File: src/rtl/router_fifo.sv
// Output-port FIFO of the 1x3 router: 16-deep byte store with lfd tags and a packet
// length counter that idles data_out between packets. Define ROUTER_FIFO_TRISTATE_EN to float an idle data_out.
module router_fifo #(
  parameter int DATA_WIDTH = 8,
  parameter int ADDR_WIDTH = 4
) (
  input  logic                  clock,
  input  logic                  resetn,
  input  logic                  soft_reset,
  input  logic                  write_enb,
  input  logic                  read_enb,
  input  logic                  lfd_state,
  input  logic [DATA_WIDTH-1:0] data_in,
  output logic [DATA_WIDTH-1:0] data_out,
  output logic                  full,
  output logic                  empty
);

  localparam int DEPTH = 1 << ADDR_WIDTH;
  localparam logic [ADDR_WIDTH:0]   PTR_ONE = {{ADDR_WIDTH{1'b0}}, 1'b1};
  localparam logic [DATA_WIDTH-2:0] CNT_ONE = {{(DATA_WIDTH-2){1'b0}}, 1'b1};

  logic [DATA_WIDTH-1:0] mem [DEPTH];
  logic [DEPTH-1:0]      lfd_tag;
  logic [ADDR_WIDTH:0]   wr_ptr, rd_ptr;
  logic [DATA_WIDTH-2:0] pkt_cnt, pkt_cnt_nxt;
  logic [DATA_WIDTH-1:0] dout_q;
  logic [ADDR_WIDTH-1:0] wr_addr, rd_addr;
  logic [DATA_WIDTH-1:0] rd_data;
  logic                  rd_tag;
  logic                  wr_fire, rd_fire;

  assign wr_addr = wr_ptr[ADDR_WIDTH-1:0];
  assign rd_addr = rd_ptr[ADDR_WIDTH-1:0];
  assign empty   = (wr_ptr == rd_ptr);
  assign full    = (wr_addr == rd_addr) && (wr_ptr[ADDR_WIDTH] != rd_ptr[ADDR_WIDTH]);
  assign wr_fire = write_enb && !full;
  assign rd_fire = read_enb && !empty;
  assign rd_data = mem[rd_addr];
  assign rd_tag  = lfd_tag[rd_addr];

  // A tagged header reloads the counter with payload length plus the parity byte.
  always_comb begin
    // NOTE: default assigned first so every path writes pkt_cnt_nxt; a missing else would infer a latch.
    pkt_cnt_nxt = pkt_cnt;
    if (rd_fire) begin
      if (rd_tag)
        pkt_cnt_nxt = {1'b0, rd_data[DATA_WIDTH-1:2]} + CNT_ONE;
      else if (pkt_cnt != '0)
        pkt_cnt_nxt = pkt_cnt - CNT_ONE;
    end
  end

  // NOTE: payload storage has no reset; the pointers and tags alone define what is valid.
  always_ff @(posedge clock) begin
    if (wr_fire && !soft_reset)
      mem[wr_addr] <= data_in;
  end

  always_ff @(posedge clock or negedge resetn) begin
    if (!resetn) begin
      // NOTE: non-blocking assignments for all state so every register samples pre-edge values.
      wr_ptr  <= '0;
      rd_ptr  <= '0;
      lfd_tag <= '0;
      pkt_cnt <= '0;
      dout_q  <= '0;
    end else if (soft_reset) begin
      wr_ptr  <= '0;
      rd_ptr  <= '0;
      lfd_tag <= '0;
      pkt_cnt <= '0;
      dout_q  <= '0;
    end else begin
      if (wr_fire) begin
        wr_ptr           <= wr_ptr + PTR_ONE;
        lfd_tag[wr_addr] <= lfd_state;
      end
      if (rd_fire) begin
        rd_ptr <= rd_ptr + PTR_ONE;
        dout_q <= rd_data;
      end else if (pkt_cnt == '0) begin
        dout_q <= '0;
      end
      pkt_cnt <= pkt_cnt_nxt;
    end
  end

`ifdef ROUTER_FIFO_TRISTATE_EN
  // Tracks whether data_out holds read data rather than the idle value, so a real 0x00 byte is still driven.
  logic out_valid;

  always_ff @(posedge clock or negedge resetn) begin
    if (!resetn)
      out_valid <= 1'b0;
    else if (soft_reset)
      out_valid <= 1'b0;
    else if (rd_fire)
      out_valid <= 1'b1;
    else if (pkt_cnt == '0)
      out_valid <= 1'b0;
  end

  assign data_out = out_valid ? dout_q : {DATA_WIDTH{1'bz}};
`else
  assign data_out = dout_q;
`endif

endmodule

File: config.mk
export PLATFORM = sky130hd
export DESIGN_NAME = router_fifo
export DESIGN_NICKNAME = d
export VERILOG_FILES = /design/src/rtl/router_fifo.sv
export SDC_FILE = /design/constraint.sdc
export NUM_CORES = 1
export LEC_CHECK = 0
export CAP_MARGIN = 20
export CORE_UTILIZATION = 40
export DETAILED_ROUTE_END_ITERATION = 10
export HOLD_SLACK_MARGIN = 0.15
export PLACE_DENSITY = 0.65
export SLEW_MARGIN = 20
export SYNTH_ARGS = -nofsm -noshare
export SYNTH_HDL_FRONTEND = slang
export SYNTH_SLANG_ARGS = --single-unit
export TNS_END_PERCENT = 20
File: constraint.sdc
create_clock -name clock -period 3.9 [get_ports clock]
set_input_delay 0.585 -clock clock [delete_from_list [all_inputs] [get_ports clock]]
set_output_delay 0.585 -clock clock [all_outputs]
set_load 0.02 [all_outputs]
==> results.txt <==
Die X - 139 um
total die area - 0.0194 mm2
Crit. End Element - primary output
TNS Setup - 0 ns
Post-Synthesis Cells - 495
routed vias - 4,217
Syn Nets - 517
sequential cell area - 0.00487 mm2
Cell Pwr Density - 558 mW/mm2
number of global-route vias before repair - 4,387
Leak - 3.01 nW
max-cap violations - 0
count of state elements after synthesis - 169
Setup Buffers After CTS - 0
worst min-delay path class - primary input to async pin
sequential share of power - 43.7%
Crit Path Max Fanout - 14
Antenna diodes - 0
H-tree levels - 4
synth warn - 0
synth-to-layout area growth - 13.7%
P_sw - 0.00133 W
synthesized area per cell - 15.2 um2
failing checks - design-rule violations
setup slack after layout - 0.831 ns
clock network power share - 34.7%
Final Hold Slack - 0.305 ns
CTS tree - built
slew at the pin closest to its max-slew limit - 0.955 ns
CP Data Arrival Time - 2.48 ns
IO Port Bufs - 23
post-DP HPWL - 10,300 um
startpoint types - flop
clock sinks - 169
clk buf depth - 2
vias per cell - 5.51
root buf cell - clkbuf_16
grt total ovfl - 0
starting density of the core - 41.3%
commonest non-fill, non-tap cell in the layout - edfxtp_1
Final Setup Violations - 0
kind of critical path - flop to primary output
non-filler cells in the finished layout - 766
largest net degree at the start of global routing - 42
Final #Nets - 546
Worst Path Required - 3.31 ns
VDD IR-drop max - 0.000260 V
TritonRoute pass-1 iters - 10
clk_skew - 0.0145 ns
fin crit period - 3.07 ns
Clk pin slew, worst setup/hold paths - 0.06 ns
initial detailed-routing violation count - 327
Core Area - 0.0182 mm2
# DRC - 1
final antenna-violating net count - 0
GR Util All Layers - 16.9%
first-pass GRT wire length - 24,600 um
pre-CTS WS - 0.888 ns
RSZ-0062 raised after global routing - false
Rel. slew slack - 36.4%
cts hold-fix bufs - 0
cell row count - 49
Clk Latency, worst-skew pair - 0.42 ns
layout cells sized above 1 - 14.7%
worst r2r path cells - 9
Post-synth EDFFs - 128
max-slew violation count - 0
sw frac - 27.9%
Post-synth ARST share - 24.3%
total CTS buffers - 17
I/O pins - 24
sequential fraction of the synthesis area - 64.7%
Hold Vio Cnt, Final - 0
Pint - 0.00344 W
Die Height - 139 um
status - finished, violations left
Fillers - 1,487
library cells used by synthesis - 57
period utilisation layout - 78.7%
initial antenna violation count - 0
RePlAce Congestion - 0.815
# resized after CTS - 0
multi-input logic area - 0.00244 mm2
DR WL/cell - 19.5 um
placed cells - 734
Logic pwr share - 21.6%
post-synthesis cell area - 0.00752 mm2
f_max - 326 MHz
Total Wirelength - 15,000 um
Top FF cell, synth - edfxtp_1
commonest cells after routing, fill and taps aside - edfxtp_1, nor2_1, mux2i_1
flip-flops by register name, summed over array words and instances (netlist names):
signal and cells:
data_out 8, lfd_tag 16, pkt_cnt 7, mem 128, rd_ptr 5, wr_ptr 5
worst max-delay path: stages (launching register included):
cell	delay, ns
dfrtp_1	0.74
xnor2_1	0.20
and4_1	0.36
and2_1	0.17
clkdlybuf4s50_1	0.60
routing by layer:
layer	GRT usage (%)	wire length (um)	up-vias
li1	-	-	1948
met1	22.4	6860	2149
met2	27.6	7360	108
met3	3.45	558	12
met4	5.96	190	0
met5	0	0	-
path summary, 6_finish.rpt:
check | startpoint | end | slack [ns]
min | resetn | data_out[6] | 0.30
min in group clock | lfd_tag[13] | lfd_tag[13] | 0.53
max reg2reg | rd_ptr[0] | pkt_cnt[4] | 0.86
min reg2reg | lfd_tag[13] | lfd_tag[13] | 0.53
max | rd_ptr[2] | full | 0.83
max in group asynchronous | resetn | rd_ptr[0] | 2.93
power by group through the flow:
| stage | Clock (W) | Sequential (W) | Combinational, W |
|---|---|---|---|
| finish | 0.00165 | 0.00209 | 0.00103 |
| global route | 0.00175 | 0.00210 | 0.00112 |
| CTS | 0.00168 | 0.00208 | 0.00103 |
| detailed placement | 0 | 0.00212 | 0.00102 |
| global placement | 0 | 0.00212 | 0.00101 |
| floorplan | 0 | 0.00210 | 0.000806 |
per-stage QoR:
stage	util (%)	total power (W)	area, um2
floorplan	-	0.00290	7520
global placement	43.8	0.00313	7970
detailed placement	43.8	0.00314	7970
CTS	47.0	0.00479	8550
global route	47.0	0.00497	8550
finish	47.0	0.00477	8550
cells in the mapped netlist, types with 3 or more instances:
master | n | area (um2)
edfxtp_1 | 128 | 3840
nor2_1 | 55 | 206
mux2i_1 | 43 | 430
dfrtp_1 | 41 | 1030
nand2_1 | 32 | 120
mux4_2 | 21 | 473
a21oi_1 | 13 | 65.1
inv_1 | 12 | 45.0
nand3_1 | 12 | 60.1
xnor2_1 | 11 | 96.3
clkbuf_1 | 10 | 37.5
nand4_1 | 9 | 56.3
buf_2 | 8 | 40.0
ha_1 | 8 | 100
a22oi_1 | 7 | 52.6
mux4_1 | 6 | 158
xor2_1 | 5 | 43.8
mux2_2 | 4 | 45.0
nand2b_1 | 4 | 25.0
a2111oi_2 | 3 | 45.0
a22oi_2 | 3 | 37.5
a2bb2oi_1 | 3 | 26.3
buf_1 | 3 | 11.3
buf_6 | 3 | 33.8
nor3_1 | 3 | 15.0
nor4_1 | 3 | 18.8
o21a_1 | 3 | 22.5
or3_1 | 3 | 18.8
layout make-up:
class	count	share of cell area (%)
inverter	12	0.527
clock inverter	14	1.79
timing repair buffer	37	3.86
sequential	169	57.0
tap	229	3.35
multi-input combinational	287	28.5
clock buffer	18	5.02
kinds of logic (layout without fill, tap and decap cells):
| logic type | count (synthesis) | count (layout) | share of synthesized area [%] |
|---|---|---|---|
| AOI/OAI and AO/OA | 53 | 53 | 5.74 |
| xor gates and xnor gates | 17 | 17 | 2.08 |
| adders and majority gates | 8 | 8 | 1.33 |
| buffers and inverters | 39 | 81 | 2.86 |
| DFF | 169 | 169 | 64.7 |
| muxes | 75 | 75 | 14.9 |
| and+or+nand+nor | 134 | 134 | 8.35 |
Note: power is estimated with default switching activity, not from simulation.
